## config.mk

```make
export PLATFORM = sky130hd
export DESIGN_NAME = io_port_unit_flat
export DESIGN_NICKNAME = d
export VERILOG_FILES = /design/src/rtl/io_port_unit_pkg.sv /design/src/rtl/io_port_unit_if.sv /design/src/rtl/io_port_unit_sync_chain.sv /design/src/rtl/io_port_unit.sv /design/src/flat_wrapper.sv
export SDC_FILE = /design/constraint.sdc
export NUM_CORES = 1
export LEC_CHECK = 0
export CAP_MARGIN = 5
export CORE_MARGIN = 2
export CORE_UTILIZATION = 50
export DETAILED_ROUTE_END_ITERATION = 16
export PLACE_DENSITY = 0.7
export SYNTH_ARGS = -nofsm -noshare
export SYNTH_HDL_FRONTEND = slang
export SYNTH_HIERARCHICAL = 1
export SYNTH_SLANG_ARGS = --single-unit
```

## constraint.sdc

```tcl
create_clock -name clk -period 1.8 [get_ports clk]
set_input_delay 0.36 -clock clk [delete_from_list [all_inputs] [get_ports clk]]
set_output_delay 0.36 -clock clk [all_outputs]
set_load 0.02 [all_outputs]
```

## src/rtl/io_port_unit_pkg.sv

```systemverilog
// Shared types for io_port_unit: access FSM states, address regions and
// the address-map decode used by the top level.
package io_port_pkg;

  typedef enum logic [1:0] {
    IDLE,
    ACK,
    WAIT_DROP
  } state_e;

  typedef enum logic [1:0] {
    RAM,
    IO,
    EDGE,
    UNMAPPED
  } region_e;

  // The IO window is wide enough for whichever pin bank is larger.
  function automatic int unsigned io_span(input int unsigned in_size,
                                          input int unsigned out_size);
    return (in_size > out_size) ? in_size : out_size;
  endfunction

  // Map an address onto RAM / IO / EDGE / UNMAPPED.
  function automatic region_e decode_region(input int unsigned addr,
                                            input int unsigned ram_size,
                                            input int unsigned in_size,
                                            input int unsigned out_size);
    int unsigned edge_base;
    edge_base = ram_size + io_span(in_size, out_size);
    if (addr < ram_size)                  return RAM;
    else if (addr < edge_base)            return IO;
    else if (addr < edge_base + in_size)  return EDGE;
    else                                  return UNMAPPED;
  endfunction

endpackage

```

## src/rtl/io_port_unit_if.sv

```systemverilog
// Four-phase access bus of io_port_unit.
//   req/write/address/data_in : requester -> unit, held stable while req=1
//   ack/data_out              : unit -> requester, one-cycle completion pulse
interface io_port_unit_if #(
  parameter int unsigned ADDR_WIDTH = 8
);
  logic                  req;
  logic                  ack;
  logic                  write;
  logic [ADDR_WIDTH-1:0] address;
  logic                  data_in;
  logic                  data_out;

  modport master (output req, write, address, data_in, input ack, data_out);
  modport slave  (input req, write, address, data_in, output ack, data_out);
endinterface

```

## src/rtl/io_port_unit_sync_chain.sv

```systemverilog
// Per-pin multi-flop synchronizer bank.
//   clk, reset : clock and asynchronous active-low reset (all stages clear)
//   d          : asynchronous inputs
//   q          : synchronized outputs, STAGES cycles behind d
module sync_chain #(
  parameter int unsigned WIDTH  = 16,
  parameter int unsigned STAGES = 2
) (
  input  logic             clk,
  input  logic             reset,
  input  logic [WIDTH-1:0] d,
  output logic [WIDTH-1:0] q
);

  logic [WIDTH-1:0] stage [STAGES];

  // Shift register per pin; stage 0 is the metastability catcher.
  always_ff @(posedge clk or negedge reset) begin
    if (!reset) begin
      for (int i = 0; i < int'(STAGES); i++) stage[i] <= '0;
    end else begin
      stage[0] <= d;
      for (int i = 1; i < int'(STAGES); i++) stage[i] <= stage[i-1];
    end
  end

  assign q = stage[STAGES-1];

endmodule

```

## src/rtl/io_port_unit.sv

```systemverilog
// Bit-addressed IO port unit: 1-bit scratch RAM, synchronized input pins,
// output latches and sticky rising-edge flags behind a four-phase bus.
//   clk, reset  : clock and asynchronous active-low reset
//   bus         : io_port_unit_if slave (req/ack/write/address/data_in/data_out)
//   input_pins  : asynchronous external inputs
//   output_pins : output latches, straight from flops
module io_port_unit
  import io_port_pkg::*;
#(
  parameter int unsigned ADDR_WIDTH  = 8,
  parameter int unsigned RAM_SIZE    = 64,
  parameter int unsigned INPUT_SIZE  = 16,
  parameter int unsigned OUTPUT_SIZE = 16,
  parameter int unsigned SYNC_STAGES = 2
) (
  input  logic                   clk,
  input  logic                   reset,
  io_port_unit_if.slave          bus,
  input  logic [INPUT_SIZE-1:0]  input_pins,
  output logic [OUTPUT_SIZE-1:0] output_pins
);

  localparam int unsigned IO_SPAN   = io_span(INPUT_SIZE, OUTPUT_SIZE);
  localparam int unsigned EDGE_BASE = RAM_SIZE + IO_SPAN;
  localparam int unsigned RAM_AW    = (RAM_SIZE > 1)    ? $clog2(RAM_SIZE)    : 1;
  localparam int unsigned IN_AW     = (INPUT_SIZE > 1)  ? $clog2(INPUT_SIZE)  : 1;
  localparam int unsigned OUT_AW    = (OUTPUT_SIZE > 1) ? $clog2(OUTPUT_SIZE) : 1;

  if (64'(EDGE_BASE) + 64'(INPUT_SIZE) > (64'd1 << ADDR_WIDTH)) begin : g_bad_map
    $error("io_port_unit: address map does not fit in ADDR_WIDTH");
  end
  if (SYNC_STAGES < 2 || SYNC_STAGES > 4) begin : g_bad_sync
    $error("io_port_unit: SYNC_STAGES must be 2..4");
  end

  state_e                  state, state_next;
  logic                    accept;
  region_e                 region;
  logic [ADDR_WIDTH-1:0]   offset;
  logic                    read_bit;
  logic [RAM_SIZE-1:0]     ram;
  logic [INPUT_SIZE-1:0]   synced, synced_d, flags, edge_clr;

  sync_chain #(
    .WIDTH  (INPUT_SIZE),
    .STAGES (SYNC_STAGES)
  ) u_sync (
    .clk   (clk),
    .reset (reset),
    .d     (input_pins),
    .q     (synced)
  );

  // Address decode and read-data select.
  always_comb begin
    region   = decode_region(32'(bus.address), RAM_SIZE, INPUT_SIZE, OUTPUT_SIZE);
    offset   = bus.address;
    read_bit = 1'b0;
    case (region)
      RAM: read_bit = ram[RAM_AW'(bus.address)];
      IO: begin
        offset = bus.address - ADDR_WIDTH'(RAM_SIZE);
        if (32'(offset) < INPUT_SIZE) read_bit = synced[IN_AW'(offset)];
      end
      EDGE: begin
        offset   = bus.address - ADDR_WIDTH'(EDGE_BASE);
        read_bit = flags[IN_AW'(offset)];
      end
      default: ;
    endcase
  end

  // Access FSM; an access is accepted only on the IDLE->ACK transition.
  always_comb begin
    state_next = state;
    accept     = 1'b0;
    case (state)
      IDLE: begin
        if (bus.req) begin
          state_next = ACK;
          accept     = 1'b1;
        end
      end
      ACK:       state_next = bus.req ? WAIT_DROP : IDLE;
      WAIT_DROP: if (!bus.req) state_next = IDLE;
      default:   state_next = IDLE;
    endcase
  end

  // Any accepted access to an EDGE address (read or write) clears its flag.
  always_comb begin
    edge_clr = '0;
    if (accept && region == EDGE) edge_clr[IN_AW'(offset)] = 1'b1;
  end

  // FSM state, ack pulse and captured read data.
  always_ff @(posedge clk or negedge reset) begin
    if (!reset) begin
      state        <= IDLE;
      bus.ack      <= 1'b0;
      bus.data_out <= 1'b0;
    end else begin
      state        <= state_next;
      bus.ack      <= (state_next == ACK);
      bus.data_out <= (accept && !bus.write) ? read_bit : 1'b0;
    end
  end

  // Write commit into RAM and output latches.
  always_ff @(posedge clk or negedge reset) begin
    if (!reset) begin
      ram         <= '0;
      output_pins <= '0;
    end else if (accept && bus.write) begin
      case (region)
        RAM: ram[RAM_AW'(bus.address)] <= bus.data_in;
        IO:  if (32'(offset) < OUTPUT_SIZE) output_pins[OUT_AW'(offset)] <= bus.data_in;
        default: ;
      endcase
    end
  end

  // Sticky rising-edge flags; a same-cycle set beats a clear.
  always_ff @(posedge clk or negedge reset) begin
    if (!reset) begin
      synced_d <= '0;
      flags    <= '0;
    end else begin
      synced_d <= synced;
      flags    <= (flags & ~edge_clr) | (synced & ~synced_d);
    end
  end

endmodule

```

## src/flat_wrapper.sv

```systemverilog
// flat-port wrapper written by rule: the top's interface ports become plain ports
module io_port_unit_flat import io_port_pkg::*;
#(
  parameter int unsigned ADDR_WIDTH  = 8,
  parameter int unsigned RAM_SIZE    = 64,
  parameter int unsigned INPUT_SIZE  = 16,
  parameter int unsigned OUTPUT_SIZE = 16,
  parameter int unsigned SYNC_STAGES = 2
)
  (clk, reset, input_pins, output_pins, bus_req, bus_write, bus_address, bus_data_in, bus_ack, bus_data_out);
  io_port_unit_if #(.ADDR_WIDTH(ADDR_WIDTH)) bus_i ();
  input  logic clk;
  input  logic reset;
  input  logic [INPUT_SIZE-1:0] input_pins;
  output logic [OUTPUT_SIZE-1:0] output_pins;
  input wire logic [$bits(bus_i.req)-1:0] bus_req;
  input wire logic [$bits(bus_i.write)-1:0] bus_write;
  input wire logic [$bits(bus_i.address)-1:0] bus_address;
  input wire logic [$bits(bus_i.data_in)-1:0] bus_data_in;
  output wire logic [$bits(bus_i.ack)-1:0] bus_ack;
  output wire logic [$bits(bus_i.data_out)-1:0] bus_data_out;
  assign bus_i.req = bus_req;
  assign bus_i.write = bus_write;
  assign bus_i.address = bus_address;
  assign bus_i.data_in = bus_data_in;
  assign bus_ack = bus_i.ack;
  assign bus_data_out = bus_i.data_out;
  io_port_unit #(.ADDR_WIDTH(ADDR_WIDTH), .RAM_SIZE(RAM_SIZE), .INPUT_SIZE(INPUT_SIZE), .OUTPUT_SIZE(OUTPUT_SIZE), .SYNC_STAGES(SYNC_STAGES)) u_core (.clk(clk), .reset(reset), .bus(bus_i), .input_pins(input_pins), .output_pins(output_pins));
endmodule
```

Word-level counts from Yosys, hierarchy flattened:

Cells that the tools add are included.

* register bits after elaboration: 148
* bits of input ports: 29
* output and inout bits: 18

* add/subtract/negate cells: 2
* magnitude comparators: 11
* equal/unequal tests: 5
* muxes and demuxes: 26
* bitwise logic cells: 5
* reduce and logical (&&, ||, !) cells: 10

Operators by type and width (number)
* 64-bit bitwise mux: 1
* 16-bit bitwise AND: 2
* 16-bit NOT: 2
* 8-bit by 7-bit < comparator with 1-bit output (second input constant): 3
* 16-bit bitwise mux: 1
* 8-bit by 5-bit < comparator with 1-bit output (second input constant): 2
* 16-bit two-way mux: 1
* 16-bit OR: 1
* 8-bit case mux with 2 select lines: 1
* 8-bit by 7-bit subtractor with 8-bit output (second input constant): 2
* 4-bit by 5-bit < comparator with 1-bit output (second input constant): 3
* 1-bit two-way mux: 10
* 2-bit two-way mux: 5
* 1-bit binary-select mux with 4-bit select: 2
* 6-bit by 7-bit < comparator with 1-bit output (second input constant): 1
* 1-bit binary-select mux with 6-bit select: 1
* 1-bit demux with 6-bit select: 1
* 2-bit by 1-bit == test with 1-bit output (second input constant): 3
* 6-bit by 1-bit greater-or-equal comparator with 1-bit output (second input constant): 1
* 2-bit case mux with 3 select lines: 1
* 1-bit logical AND: 5
* 1-bit demux with 4-bit select: 1
* 2-bit == test (second input constant): 2
* 4-bit by 1-bit greater-or-equal comparator with 1-bit output (second input constant): 1
* other kinds (5): 6

Depth between registers and ports, before layout:

Gate-level depths: netlist (run 1).

* depth after elaboration: 14
* depth in mapped cells: 12

By module:

Netlist (run 1), hierarchy kept.

By module, submodules not included
* io_port_unit: instances 1, cells an instance 520, area each 5785.5 um^2, sequential area each 2902.8 um^2
* sync_chain: instances 1, cells an instance 48, area each 920.9 um^2, sequential area each 800.8 um^2

Worst setup path after synthesis (run 1):

OpenSTA, ideal clock, no wires.

* kind: input -> register
* start point: input port bus_address[4]
* end point: register u_core.output_pins[10]
* setup time: 0.125 ns
* arrival: 2.458 ns
* data required time: 1.675 ns
* path slack: -0.783 ns
* stages on the path: 11
* cells stage by stage: inv_1 -> ha_1 -> nor2b_1 -> nor2_1 -> nor2_1 -> ha_1 -> and3_1 -> o2111ai_1 -> clkbuf_1 -> nor2_1 -> mux2_2

* word-level cells in the longest chain between the ends: 11
* elaborated cells on any way between the ends: 19

Ends and longest elaborated chain
* start, declared: line flat_wrapper.sv:18 `input wire logic [$bits(bus_i.address)-1:0] bus_address;`
* 8-bit by 7-bit < comparator with 1-bit output: line io_port_unit_pkg.sv:33 `else if (addr < edge_base + in_size) return EDGE;`
* 1-bit two-way mux: line io_port_unit_pkg.sv:33
* 2-bit two-way mux: line io_port_unit_pkg.sv:32 `else if (addr < edge_base) return IO;`
* 2-bit two-way mux: line io_port_unit_pkg.sv:31 `if (addr < ram_size) return RAM;`
* 2-bit == test or 2-bit by 1-bit == test with 1-bit output (tied branches): line io_port_unit.sv:59, io_port_unit.sv:115
* 8-bit case mux with 2 select lines: line io_port_unit.sv:59 `case (region)`
* 4-bit by 5-bit < comparator with 1-bit output (not written as such) or 4-bit by 1-bit greater-or-equal comparator with 1-bit output (tied branches): line io_port_unit.sv:117 `IO: if (32'(offset) < OUTPUT_SIZE) output_pins[OUT_AW'(offset)] <= bus.data_in;`
* 1-bit logical AND (not written as such): line io_port_unit.sv:117
* 1-bit two-way mux (not written as such): line io_port_unit.sv:117
* 1-bit demux with 4-bit select
* 16-bit bitwise mux: line io_port_unit.sv:117
* end signal, assigned by index: line io_port_unit.sv:117
* end, declared: line io_port_unit.sv:20 `output logic [OUTPUT_SIZE-1:0] output_pins`

Parallel ways exist; a longest one is shown, timed or not.
A chain may end at the register's enable or synchronous reset.

Final worst setup path (run 1):

* start point: input port bus_address[4]
* end point: register u_core.output_pins[5]

The elaborated chain is that of the path after synthesis.

==> results of run 1 <==
## cells by family after synthesis
kind of cell / count (synthesis)
AND/OR/NAND/NOR: 164
flip-flops: 148
adder cells (fa/ha/maj): 12
AO/OA/AOI/OAI: 58
multiplexers: 110
XOR/XNOR: 1
buffers and inverters: 75
## how the worst max path moves through the flow
stage	start	end	slack (ns)
6_report	bus_address[4]	u_core/output_pins[5]	-0.26
5_1_grt	bus_address[4]	u_core/output_pins[14]	-0.32
4_1_cts	bus_address[4]	u_core/output_pins[10]	-0.22
3_5_place_dp	bus_address[4]	u_core/output_pins[9]	-1.18
3_3_place_gp	bus_address[4]	u_core/output_pins[12]	-1.11
2_1_floorplan	bus_address[4]	u_core/output_pins[11]	-0.62
## cells in the final DEF, fill, tap and decap left out, drive strengths merged, types with 2 or more instances in the layout
cell	n
a211oi	3
a21oi	2
a22oi	4
a311oi	2
and2	7
and3	3
buf	83
bufinv	2
clkbuf	21
clkdlybuf4s50	33
clkinv	3
clkinvlp	4
dfrtp	148
dlymetal6s2s	5
ha	12
inv	28
mux2	82
mux2i	13
mux4	15
nand2	86
nand2b	3
nand3	6
nand4	3
nor2	36
nor2b	6
nor3	9
nor3b	2
nor4	3
o2111ai	6
o21ai	32
## sequential cells by signal, indices dropped and copies added, names as in the netlist
| register | cells |
|---|---|
| u_core/ram | 64 |
| u_core/output_pins | 16 |
| u_core/synced_d | 16 |
| u_core/bus.ack | 1 |
| u_core/u_sync/stage | 16 |
| u_core/flags | 16 |
| u_core/bus.data_out | 1 |
| u_core/u_sync/q | 16 |
| u_core/state | 2 |
## cell type report
cell class	count	area share
clock buffers	19	0.05091
repair buffers	125	0.1373
well taps	176	0.02475
inverters	24	0.01083
multi-input cells	345	0.3433
clock inverters	13	0.01659
flip-flops and latches	148	0.4164
## critical path, stage by stage
cell,delay [ns]
sky130_fd_sc_hd__buf_8,0.08
sky130_fd_sc_hd__clkinvlp_4,0.09
sky130_fd_sc_hd__ha_4,0.17
sky130_fd_sc_hd__nor2b_4,0.13
sky130_fd_sc_hd__nor2_4,0.05
sky130_fd_sc_hd__nor2_4,0.16
sky130_fd_sc_hd__inv_2,0.08
sky130_fd_sc_hd__ha_4,0.17
sky130_fd_sc_hd__a211oi_4,0.23
sky130_fd_sc_hd__o2111ai_4,0.19
sky130_fd_sc_hd__clkbuf_16,0.23
sky130_fd_sc_hd__nor2_4,0.12
sky130_fd_sc_hd__mux2_4,0.29
## power breakdown
part | internal [mW] | switching [mW]
clock network | 2.14 | 1.41
registers | 3.44 | 0.0581
logic | 0.352 | 0.395
## per-layer routing
layer  vias up  track usage  part of all wire
met4         0       0.1007             0.021
met1      2411       0.3020              0.44
met3        31      0.04705             0.044
li1       2120            -                 -
met2       113       0.3754              0.50
met5         -            0                 0
## stage by stage
stage | power [mW] | setup slack [ns]
after floorplan | 3.853 | -0.6167
after global placement | 4.170 | -1.112
after global routing | 8.057 | -0.3218
after CTS | 7.808 | -0.2230
after detailed placement | 4.193 | -1.184
final | 7.792 | -0.2609
## repair_timing
item                       in CTS  in global routing
hold endpoints to repair       40                  0
hold buffers                    1                  0
cloned                          1                  0
setup buffers                   7                  4
pin swaps                      14                 12
setup endpoints to repair      97                 75
gates resized for setup        88                 42
==> metrics.txt, run 1 <==
# TYPE chip_impl_metric gauge
chip_impl_metric{name="synth-simple-area-share",unit=""} 0.1058
chip_impl_metric{name="synth_area_in_compound_gates",unit=""} 0.05466
chip_impl_metric{name="clock_sinks",unit=""} 148
chip_impl_metric{name="ant_nets",unit=""} 0
chip_impl_metric{name="synth_sequential_area_ratio",unit=""} 0.5522
chip_impl_info{name="cts_tree",value="built"} 1
chip_impl_info{name="violations",value="negative setup slack"} 1
chip_impl_metric{name="ys_async_sr_fraction",unit=""} 1.000
chip_impl_metric{name="synth_cells",unit=""} 568
chip_impl_metric{name="power.density_cell_area",unit="nW/um^2"} 875.7
chip_impl_metric{name="worst_setup_hold_path_clk_slew",unit="ns"} 0.06
chip_impl_metric{name="setup_slack_reg_to_reg",unit="ns"} -0.16
chip_impl_metric{name="post-route-drc-count",unit=""} 0
chip_impl_metric{name="first_global_vias",unit=""} 4999
chip_impl_metric{name="max_cap_violations",unit=""} 0
chip_impl_metric{name="finish.net_count",unit=""} 702
chip_impl_info{name="cts.root.buffer_cell",value="sky130_fd_sc_hd__clkbuf_16"} 1
chip_impl_info{name="yosysTopAreaCell",value="sky130_fd_sc_hd__dfrtp_1"} 1
chip_impl_metric{name="core_area",unit="sq um"} 13190
chip_impl_metric{name="seq_area",unit="sq um"} 3705
chip_impl_metric{name="p_leak",unit="nW"} 4.021
chip_impl_metric{name="setup_viol",unit=""} 17
chip_impl_metric{name="worst-r2r-cell-count",unit=""} 5
chip_impl_info{name="synth.top_cells.by_area",value="sky130_fd_sc_hd__dfrtp_1 (55%), sky130_fd_sc_hd__mux2_2 (13%), sky130_fd_sc_hd__nand2_1 (4.8%), sky130_fd_sc_hd__mux4_2 (4.7%), sky130_fd_sc_hd__o21ai_0 (2.4%)"} 1
chip_impl_metric{name="hold-worst-slack",unit="ns"} 0.3465
chip_impl_metric{name="detail_routed_net_length_per_standard_cell",unit="um"} 18.22
chip_impl_metric{name="layout-drive-gt1-share",unit=""} 0.3947
chip_impl_metric{name="grt_pass1_wl",unit="mm"} 25.45
chip_impl_metric{name="synth_edf_count",unit=""} 0
chip_impl_metric{name="cp_max_fo",unit=""} 8
chip_impl_metric{name="wl",unit="mm"} 15.49
chip_impl_metric{name="floorplan.die.width",unit="um"} 119.8
chip_impl_metric{name="port_buffers",unit=""} 46
chip_impl_info{name="dominantRegCellSynth",value="sky130_fd_sc_hd__dfrtp_1"} 1
chip_impl_metric{name="drv_slew",unit=""} 0
chip_impl_info{name="critical_path.startpoint_type",value="primary input"} 1
chip_impl_metric{name="synth.top_cell.area_share",unit=""} 0.5522
chip_impl_metric{name="iter_0_drt_violations",unit=""} 289
chip_impl_metric{name="pin_count",unit=""} 47
chip_impl_metric{name="finalWorstPathRequiredPeriod",unit="ns"} 2.061
chip_impl_metric{name="multiplexer_area_fraction_after_synthesis",unit=""} 0.2080
chip_impl_metric{name="clock.fmax",unit="MHz"} 485.2
chip_impl_metric{name="timing_worst_slew_pin_value",unit="ns"} 0.4481
chip_impl_metric{name="flow.area_growth_from_synthesis",unit="%"} 32.67
chip_impl_metric{name="slew_headroom",unit=""} 0.7013
chip_impl_metric{name="area_used_by_multi_input_combinational_logic",unit="sq um"} 3054
chip_impl_metric{name="postLayoutSetupSlackWorst",unit="ns"} -0.2609
chip_impl_metric{name="yosys_register_bits",unit=""} 148
chip_impl_metric{name="filler_cells",unit=""} 931
chip_impl_metric{name="gr-total-overflow",unit=""} 0
chip_impl_metric{name="final_cell_count_no_fill",unit=""} 850
chip_impl_metric{name="fp-row-count",unit=""} 42
chip_impl_metric{name="timing.final.crit_share",unit=""} 1.145
chip_impl_metric{name="clk-insertion-delay-late",unit="ns"} 0.42
chip_impl_metric{name="synthesis.nets",unit=""} 609
chip_impl_metric{name="grt_start_max_net_pins",unit=""} 81
chip_impl_metric{name="fin_tns_setup",unit="ns"} -3.892
chip_impl_info{name="worstHoldPathType",value="reg2reg"} 1
chip_impl_info{name="grt_setup_unrepaired",value="true"} 1
chip_impl_metric{name="layout.cell_area.non_filler",unit="sq um"} 8897
chip_impl_metric{name="cts.htree.levels",unit=""} 4
chip_impl_metric{name="numCtsBuffers",unit=""} 17
chip_impl_info{name="r2r-end",value="u_core/bus.data_out"} 1
chip_impl_metric{name="antenna_found_initial",unit=""} 0
chip_impl_metric{name="antenna_diode_instance_count",unit=""} 0
chip_impl_metric{name="max-vdd-ir-drop",unit="V"} 0.0007070
chip_impl_metric{name="avgSynthCellArea",unit="sq um"} 11.81
chip_impl_metric{name="required",unit="ns"} 2.11
chip_impl_metric{name="post_layout_util",unit=""} 0.6745
chip_impl_metric{name="detail_route.first_pass.iterations",unit=""} 4
chip_impl_metric{name="placedCellCount",unit=""} 806
chip_impl_metric{name="gr-usage-all-layers",unit=""} 0.2309
chip_impl_info{name="hold_crit_start",value="u_core/u_sync/stage[29]"} 1
chip_impl_info{name="outcome",value="complete, but fails checks"} 1
chip_impl_metric{name="clock_skew",unit="ns"} 0.004751
chip_impl_metric{name="post_synthesis_cell_area",unit="sq um"} 6706
chip_impl_metric{name="finalHoldViolations",unit=""} 0
chip_impl_metric{name="dp_hpwl",unit="mm"} 10.15
chip_impl_metric{name="timing.hold.worst_path_depth",unit=""} 0
chip_impl_metric{name="height_of_the_die",unit="um"} 119.8
chip_impl_metric{name="place_congestion",unit=""} 0.8321
chip_impl_metric{name="post_drt_via_cell_ratio",unit=""} 5.500
chip_impl_info{name="synthTopCellsByCount",value="sky130_fd_sc_hd__dfrtp_1 (148), sky130_fd_sc_hd__nand2_1 (86), sky130_fd_sc_hd__mux2_2 (78)"} 1
chip_impl_metric{name="die_area",unit="sq um"} 14360
chip_impl_info{name="timing.rr.start",value="u_core/ram[24]"} 1
chip_impl_info{name="whs_endpoint",value="u_core/u_sync/q[13]"} 1
chip_impl_metric{name="adder_cell_fraction_of_synth_area",unit=""} 0.02239
chip_impl_info{name="largest_family_of_logic_cells_by_synthesized_area",value="multiplexers"} 1
chip_impl_metric{name="place_area",unit="sq um"} 7769
chip_impl_metric{name="routed-via-count",unit=""} 4675
chip_impl_info{name="timing.critical_path.to_type",value="flip-flop"} 1
chip_impl_metric{name="yosysUniqueCellTypes",unit=""} 42
chip_impl_metric{name="worst_ep_arrival_time",unit="ns"} 2.37
chip_impl_info{name="synth.most_common_cell",value="sky130_fd_sc_hd__dfrtp_1"} 1
chip_impl_metric{name="start_util",unit=""} 0.5084
chip_impl_metric{name="max-clock-path-buffers",unit=""} 2
chip_impl_info{name="timing.setup.critical_path_class",value="in2reg"} 1
chip_impl_metric{name="yosysWarningCount",unit=""} 6
chip_impl_metric{name="synth-xor-area-share",unit=""} 0.001306
Note: power is estimated with default switching activity, not from simulation.
==> inputs of run 2 (changes only) <==
SETUP_SLACK_MARGIN = 0.3   (was default)
SKIP_LAST_GASP = 1   (was default)
SLEW_MARGIN = 20   (was default)
==> run 2 against run 1 <==
Net effect: the run still ends with negative setup slack left; first-iteration DRC count is 25% higher; via count is 3.3% higher; clock-buffer cell count stayed put; sequential share of layout area is 1.2 points lower; total power hardly changed.
==> metrics.txt, run 2 (synthesis results as in run 1) <==
# TYPE chip_impl_metric gauge
chip_impl_metric{name="first_global_vias",unit=""} 5214
chip_impl_metric{name="worstPathBufferInverterCount",unit=""} 4
chip_impl_metric{name="final_cell_count_no_fill",unit=""} 860
chip_impl_info{name="crit_path_cell_trace",value="buf_8, clkinvlp_4, ha_4, nor2b_4, nor2_2, nor2_4, inv_2, ha_4, a211oi_4, o2111ai_4, clkbuf_16, nor2_4, mux2_4"} 1
chip_impl_metric{name="detail_route.first_pass.iterations",unit=""} 4
chip_impl_metric{name="clock_skew",unit="ns"} 0.008639
chip_impl_metric{name="required",unit="ns"} 2.11
chip_impl_metric{name="clock.fmax",unit="MHz"} 466.5
chip_impl_metric{name="worst_setup_hold_path_clk_slew",unit="ns"} 0.06
chip_impl_info{name="worstHoldPathType",value="in2async"} 1
chip_impl_metric{name="cts.htree.levels",unit=""} 4
chip_impl_metric{name="hold-worst-slack",unit="ns"} 0.3397
chip_impl_metric{name="wl",unit="mm"} 16.76
chip_impl_metric{name="antenna_diode_instance_count",unit=""} 0
chip_impl_metric{name="timing_worst_slew_pin_value",unit="ns"} 0.3798
chip_impl_metric{name="iter_0_drt_violations",unit=""} 360
chip_impl_metric{name="placedCellCount",unit=""} 809
chip_impl_metric{name="timing.final.crit_share",unit=""} 1.191
chip_impl_metric{name="die_area",unit="sq um"} 14360
chip_impl_metric{name="cp_max_fo",unit=""} 8
chip_impl_metric{name="finish.net_count",unit=""} 712
chip_impl_metric{name="start_util",unit=""} 0.5084
chip_impl_metric{name="gr-total-overflow",unit=""} 0
chip_impl_metric{name="detailedPlace.worstSlack",unit="ns"} -1.277
chip_impl_info{name="cts.root.buffer_cell",value="sky130_fd_sc_hd__clkbuf_16"} 1
chip_impl_metric{name="grt_pass1_wl",unit="mm"} 27.82
chip_impl_info{name="final_cell_mix",value="sky130_fd_sc_hd__dfrtp_1 (148), sky130_fd_sc_hd__nand2_1 (67), sky130_fd_sc_hd__buf_4 (62), sky130_fd_sc_hd__mux2_2 (61), sky130_fd_sc_hd__mux2_4 (21)"} 1
chip_impl_metric{name="clock_sinks",unit=""} 148
chip_impl_metric{name="numCtsBuffers",unit=""} 17
chip_impl_metric{name="fp-row-count",unit=""} 42
chip_impl_metric{name="finalWorstPathRequiredPeriod",unit="ns"} 2.144
chip_impl_metric{name="floorplan.die.width",unit="um"} 119.8
chip_impl_info{name="regMostFlops",value="u_core/ram"} 1
chip_impl_metric{name="antenna_found_initial",unit=""} 0
chip_impl_info{name="critPathSlowestCell",value="sky130_fd_sc_hd__mux2_4"} 1
chip_impl_metric{name="fin_tns_setup",unit="ns"} -4.984
chip_impl_info{name="critical_path.startpoint_type",value="primary input"} 1
chip_impl_metric{name="max-vdd-ir-drop",unit="V"} 0.0006947
chip_impl_metric{name="setup_viol",unit=""} 17
chip_impl_metric{name="flow.area_growth_from_synthesis",unit="%"} 36.51
chip_impl_info{name="worst_path_dominant_cell_family",value="buffers and inverters"} 1
chip_impl_info{name="grt_setup_unrepaired",value="true"} 1
chip_impl_metric{name="max-clock-path-buffers",unit=""} 2
chip_impl_metric{name="post-route-drc-count",unit=""} 0
chip_impl_metric{name="drv_slew",unit=""} 0
chip_impl_metric{name="height_of_the_die",unit="um"} 119.8
chip_impl_metric{name="dp_hpwl",unit="mm"} 10.19
chip_impl_metric{name="port_buffers",unit=""} 46
chip_impl_info{name="violations",value="negative setup slack"} 1
chip_impl_metric{name="max_cap_violations",unit=""} 0
chip_impl_metric{name="flip_flop_count_of_the_largest_register_after_layout",unit=""} 64
chip_impl_metric{name="core_area",unit="sq um"} 13190
chip_impl_metric{name="grt_start_max_net_pins",unit=""} 63
chip_impl_metric{name="post_drt_via_cell_ratio",unit=""} 5.614
chip_impl_metric{name="gr-usage-all-layers",unit=""} 0.2550
chip_impl_info{name="timing.setup.critical_path_class",value="in2reg"} 1
chip_impl_metric{name="finalHoldViolations",unit=""} 0
chip_impl_info{name="cts_tree",value="built"} 1
chip_impl_metric{name="postLayoutSetupSlackWorst",unit="ns"} -0.3437
chip_impl_metric{name="layout-drive-gt1-share",unit=""} 0.4605
chip_impl_metric{name="place_congestion",unit=""} 0.8281
chip_impl_metric{name="slew_headroom",unit=""} 0.7449
chip_impl_metric{name="p_leak",unit="nW"} 4.170
chip_impl_metric{name="clk-insertion-delay-late",unit="ns"} 0.43
chip_impl_metric{name="worst_ep_arrival_time",unit="ns"} 2.45
chip_impl_metric{name="filler_cells",unit=""} 865
chip_impl_metric{name="pin_count",unit=""} 47
chip_impl_metric{name="routed-via-count",unit=""} 4828
chip_impl_metric{name="power.density_cell_area",unit="nW/um^2"} 850.9
chip_impl_info{name="outcome",value="complete, but fails checks"} 1
chip_impl_metric{name="detail_routed_net_length_per_standard_cell",unit="um"} 19.49
chip_impl_info{name="layout.cells.most_common",value="sky130_fd_sc_hd__dfrtp_1"} 1
chip_impl_metric{name="ant_nets",unit=""} 0
chip_impl_metric{name="max_stage_delay",unit="ns"} 0.31
chip_impl_info{name="timing.critical_path.to_type",value="flip-flop"} 1
## run 2: final timing paths
kind,start,to,slack (ns),cells after the start
max in group asynchronous,reset,u_core/synced_d[2],0.88,3
worst min-delay path,reset,u_core/ram[58],0.34,2
min in group clk,bus_req,u_core/state[1],0.34,2
worst min register to register,u_core/u_sync/stage[24],u_core/u_sync/q[8],0.35,0
worst max register to register,u_core/ram[27],u_core/bus.data_out,-0.14,5
worst max-delay path,bus_address[4],u_core/output_pins[0],-0.34,13
## run 2: layout make-up
type	count	area, sq um	area share
multi-input combinational	345	3166	0.3458
tap	176	220.2	0.02405
clock inverter	13	146.4	0.01599
timing repair buffer	135	1380	0.1507
sequential	148	3704	0.4045
clock buffer	19	442.9	0.04838
inverter	24	96.34	0.01052
## run 2: worst register-to-register path: stages (launching register included)
cell                      delay [ns]
sky130_fd_sc_hd__dfrtp_1        0.38
sky130_fd_sc_hd__mux4_2         0.49
sky130_fd_sc_hd__mux4_2         0.52
sky130_fd_sc_hd__a21oi_2        0.15
sky130_fd_sc_hd__nor4_1         0.06
sky130_fd_sc_hd__a211o_1        0.23
## run 2: power breakdown
part           internal, mW  total [mW]  switching (mW)
registers              3.44        3.50          0.0601
clock network          2.09        3.49            1.40
logic                 0.377       0.802           0.425
## run 2: what timing repair did
item                                    4_1_cts  5_1_grt
hold buffers                                  1        0
endpoints found under the hold margin        16        0
gates cloned                                  6        0
setup buffers                                11        1
resized for setup                           202       26
endpoints found under the setup margin      115      110
pin swaps                                    23        9
## run 2: through the flow
| stage | cell area [sq um] | util | total power, mW |
|---|---|---|---|
| floorplan | 6848 | - | 3.869 |
| global placement | 7829 | 0.5935 | 4.185 |
| detailed placement | 7876 | 0.5971 | 4.223 |
| CTS | 9180 | 0.6960 | 7.828 |
| global route | 9155 | 0.6941 | 8.074 |
| finish | 9155 | 0.6941 | 7.790 |
## run 2: metal layers
layer | track usage | wire [um] | vias up
met1 | 0.3302 | 7004 | 2476
li1 | - | - | 2155
met4 | 0.09853 | 395 | 0
met5 | 0 | 0 | -
met2 | 0.4164 | 8475 | 159
met3 | 0.06274 | 882 | 38
==> inputs of run 3 (changes only) <==
REMOVE_ABC_BUFFERS = 1   (was default)
==> run 3 against run 2 <==
Net effect: the flow still finishes with violations (negative setup slack); cell count rose by 1.0%; first-iteration DRC count fell by 8.3%; flip-flop and latch count did not move; routed wire length rose by 4.9%; sequential share of layout area fell by 0.71 points; largest cell class unchanged.
==> metrics.txt, run 3 (synthesis results as in run 1) <==
# TYPE chip_impl_metric gauge
chip_impl_info{name="outcome",value="complete, but fails checks"} 1
chip_impl_info{name="violations",value="negative setup slack"} 1
chip_impl_info{name="timing.critical_path.to_type",value="flip-flop"} 1
chip_impl_metric{name="max-clock-path-buffers",unit=""} 2
chip_impl_metric{name="max-vdd-ir-drop",unit="V"} 0.0006706
chip_impl_metric{name="flow.area_growth_from_synthesis",unit="%"} 38.94
chip_impl_info{name="timing.setup.critical_path_class",value="in2reg"} 1
chip_impl_metric{name="gr-usage-all-layers",unit=""} 0.2478
chip_impl_metric{name="clock.fmax",unit="MHz"} 492.5
chip_impl_metric{name="antenna_found_initial",unit=""} 0
chip_impl_metric{name="antenna_diode_instance_count",unit=""} 0
chip_impl_metric{name="worst_setup_hold_path_clk_slew",unit="ns"} 0.06
chip_impl_metric{name="finalWorstPathRequiredPeriod",unit="ns"} 2.030
chip_impl_metric{name="ant_nets",unit=""} 0
chip_impl_metric{name="fp-row-count",unit=""} 42
chip_impl_metric{name="place_area",unit="sq um"} 7769
chip_impl_info{name="regMostFlops",value="u_core/ram"} 1
chip_impl_metric{name="floorplan.die.width",unit="um"} 119.8
chip_impl_metric{name="setup_viol",unit=""} 17
chip_impl_metric{name="max_cap_violations",unit=""} 0
chip_impl_metric{name="pin_count",unit=""} 47
chip_impl_info{name="hold_crit_start",value="u_core/u_sync/stage[20]"} 1
chip_impl_metric{name="gr-total-overflow",unit=""} 0
chip_impl_metric{name="total_power",unit="mW"} 7.713
chip_impl_metric{name="drv_slew",unit=""} 0
chip_impl_info{name="whs_endpoint",value="u_core/u_sync/q[4]"} 1
chip_impl_metric{name="dp_hpwl",unit="mm"} 10.12
chip_impl_metric{name="slew_headroom",unit=""} 0.7311
chip_impl_metric{name="port_buffers",unit=""} 46
chip_impl_metric{name="cp_max_fo",unit=""} 8
chip_impl_metric{name="power.density_cell_area",unit="nW/um^2"} 827.7
chip_impl_metric{name="layout-drive-gt1-share",unit=""} 0.5065
chip_impl_info{name="worstHoldPathType",value="reg2reg"} 1
chip_impl_metric{name="timing_worst_slew_pin_value",unit="ns"} 0.4019
chip_impl_metric{name="fin_tns_setup",unit="ns"} -3.202
chip_impl_info{name="grt_setup_unrepaired",value="true"} 1
chip_impl_metric{name="detail_routed_net_length_per_standard_cell",unit="um"} 20.24
chip_impl_metric{name="detail_route.first_pass.iterations",unit=""} 5
chip_impl_metric{name="worst_ep_arrival_time",unit="ns"} 2.35
chip_impl_metric{name="place_congestion",unit=""} 0.8041
chip_impl_info{name="final_cell_mix",value="sky130_fd_sc_hd__dfrtp_1 (148), sky130_fd_sc_hd__buf_4 (71), sky130_fd_sc_hd__mux2_2 (60), sky130_fd_sc_hd__nand2_1 (35), sky130_fd_sc_hd__nand2_2 (30)"} 1
chip_impl_metric{name="routed-via-count",unit=""} 4927
chip_impl_metric{name="grt_start_max_net_pins",unit=""} 81
chip_impl_info{name="worstSetupStartpoint",value="bus_address[5]"} 1
chip_impl_metric{name="post_layout_util",unit=""} 0.7064
chip_impl_metric{name="timing.hold.worst_path_depth",unit=""} 0
chip_impl_metric{name="required",unit="ns"} 2.11
chip_impl_metric{name="clk-insertion-delay-late",unit="ns"} 0.44
chip_impl_metric{name="iter_0_drt_violations",unit=""} 330
chip_impl_metric{name="height_of_the_die",unit="um"} 119.8
chip_impl_metric{name="clock_skew",unit="ns"} 0.01257
chip_impl_info{name="cts_tree",value="built"} 1
chip_impl_info{name="layout.cells.most_common",value="sky130_fd_sc_hd__dfrtp_1"} 1
chip_impl_metric{name="start_util",unit=""} 0.5084
chip_impl_info{name="r2r-end",value="u_core/bus.data_out"} 1
chip_impl_metric{name="first_global_vias",unit=""} 5130
chip_impl_metric{name="p_leak",unit="nW"} 4.471
chip_impl_metric{name="finish.net_count",unit=""} 721
chip_impl_metric{name="post_drt_via_cell_ratio",unit=""} 5.670
chip_impl_metric{name="grt_pass1_wl",unit="mm"} 26.90
chip_impl_metric{name="cts.htree.levels",unit=""} 4
chip_impl_metric{name="detailedPlace.worstSlack",unit="ns"} -1.300
chip_impl_metric{name="numCtsBuffers",unit=""} 17
chip_impl_metric{name="post-route-drc-count",unit=""} 0
chip_impl_metric{name="wl",unit="mm"} 17.59
chip_impl_metric{name="die_area",unit="sq um"} 14360
chip_impl_metric{name="clock_sinks",unit=""} 148
chip_impl_info{name="cts.root.buffer_cell",value="sky130_fd_sc_hd__clkbuf_16"} 1
chip_impl_metric{name="timing.final.crit_share",unit=""} 1.128
chip_impl_metric{name="flip_flop_count_of_the_largest_register_after_layout",unit=""} 64
chip_impl_metric{name="core_area",unit="sq um"} 13190
chip_impl_metric{name="layout.cell_area.non_filler",unit="sq um"} 9318
chip_impl_info{name="timing.rr.start",value="u_core/ram[24]"} 1
chip_impl_metric{name="postLayoutSetupSlackWorst",unit="ns"} -0.2304
chip_impl_metric{name="finalHoldViolations",unit=""} 0
chip_impl_metric{name="worst-r2r-cell-count",unit=""} 5
chip_impl_metric{name="setup_slack_reg_to_reg",unit="ns"} -0.17
chip_impl_info{name="critical_path.startpoint_type",value="primary input"} 1
[run 3: worst max path at each step]
stage | endpoint | slack (ns) | depth (start not counted)
CTS | u_core/output_pins[11] | -0.19 | 13
finish | u_core/output_pins[6] | -0.23 | 12
detailed placement | u_core/output_pins[13] | -1.30 | 13
global placement | u_core/output_pins[11] | -1.11 | 12
floorplan | u_core/output_pins[0] | -0.83 | 10
global route | u_core/output_pins[6] | -0.29 | 12
[run 3: final cells by class]
type	instances	area (sq um)
Fill cell	838	3872
Sequential cell	148	3704
Multi-Input combinational cell	345	3306
Timing Repair Buffer	144	1423
Clock buffer	17	425.4
Tap cell	176	220.2
Clock inverter	15	142.6
Inverter	24	97.59
[run 3: critical path, stage by stage]
cell and delay [ns]:
sky130_fd_sc_hd__buf_6 0.08, sky130_fd_sc_hd__inv_2 0.06, sky130_fd_sc_hd__ha_4 0.18, sky130_fd_sc_hd__nor2b_4 0.15, sky130_fd_sc_hd__a21o_1 0.20, sky130_fd_sc_hd__inv_2 0.08, sky130_fd_sc_hd__ha_4 0.17, sky130_fd_sc_hd__a211oi_4 0.24
sky130_fd_sc_hd__o2111ai_4 0.17, sky130_fd_sc_hd__buf_12 0.20, sky130_fd_sc_hd__nor2_4 0.13, sky130_fd_sc_hd__mux2_4 0.31
[run 3: where the power goes]
| group | internal, mW | switching, mW | leakage [nW] |
|---|---|---|---|
| registers | 3.43 | 0.0588 | 1.87 |
| logic | 0.393 | 0.446 | 2.33 |
| clock network | 1.82 | 1.56 | 0.270 |
| total | 5.65 | 2.06 | 4.47 |
[run 3: routing by layer]
layer / GRT usage / vias to the layer above / part of all wire
li1: - / 2164 / -
met1: 0.3162 / 2560 / 0.41
met2: 0.4079 / 161 / 0.51
met3: 0.06084 / 42 / 0.055
met4: 0.1000 / 0 / 0.023
met5: 0 / - / 0
[run 3: repair_timing]
action	4_1_cts	5_1_grt
buffers inserted	9	5
pin swaps	26	30
hold buffers	1	0
endpoints found under the setup margin	115	103
hold endpoints to repair	29	0
resized for setup	207	103
cloned	5	0
[run 3: metrics by stage]
step                instances  hold WS (ns)
global placement          817        0.2746
detailed placement        817        0.2872
finish                    869        0.3490
floorplan                 517       0.06441
global route              869        0.3453
CTS                       864        0.3396
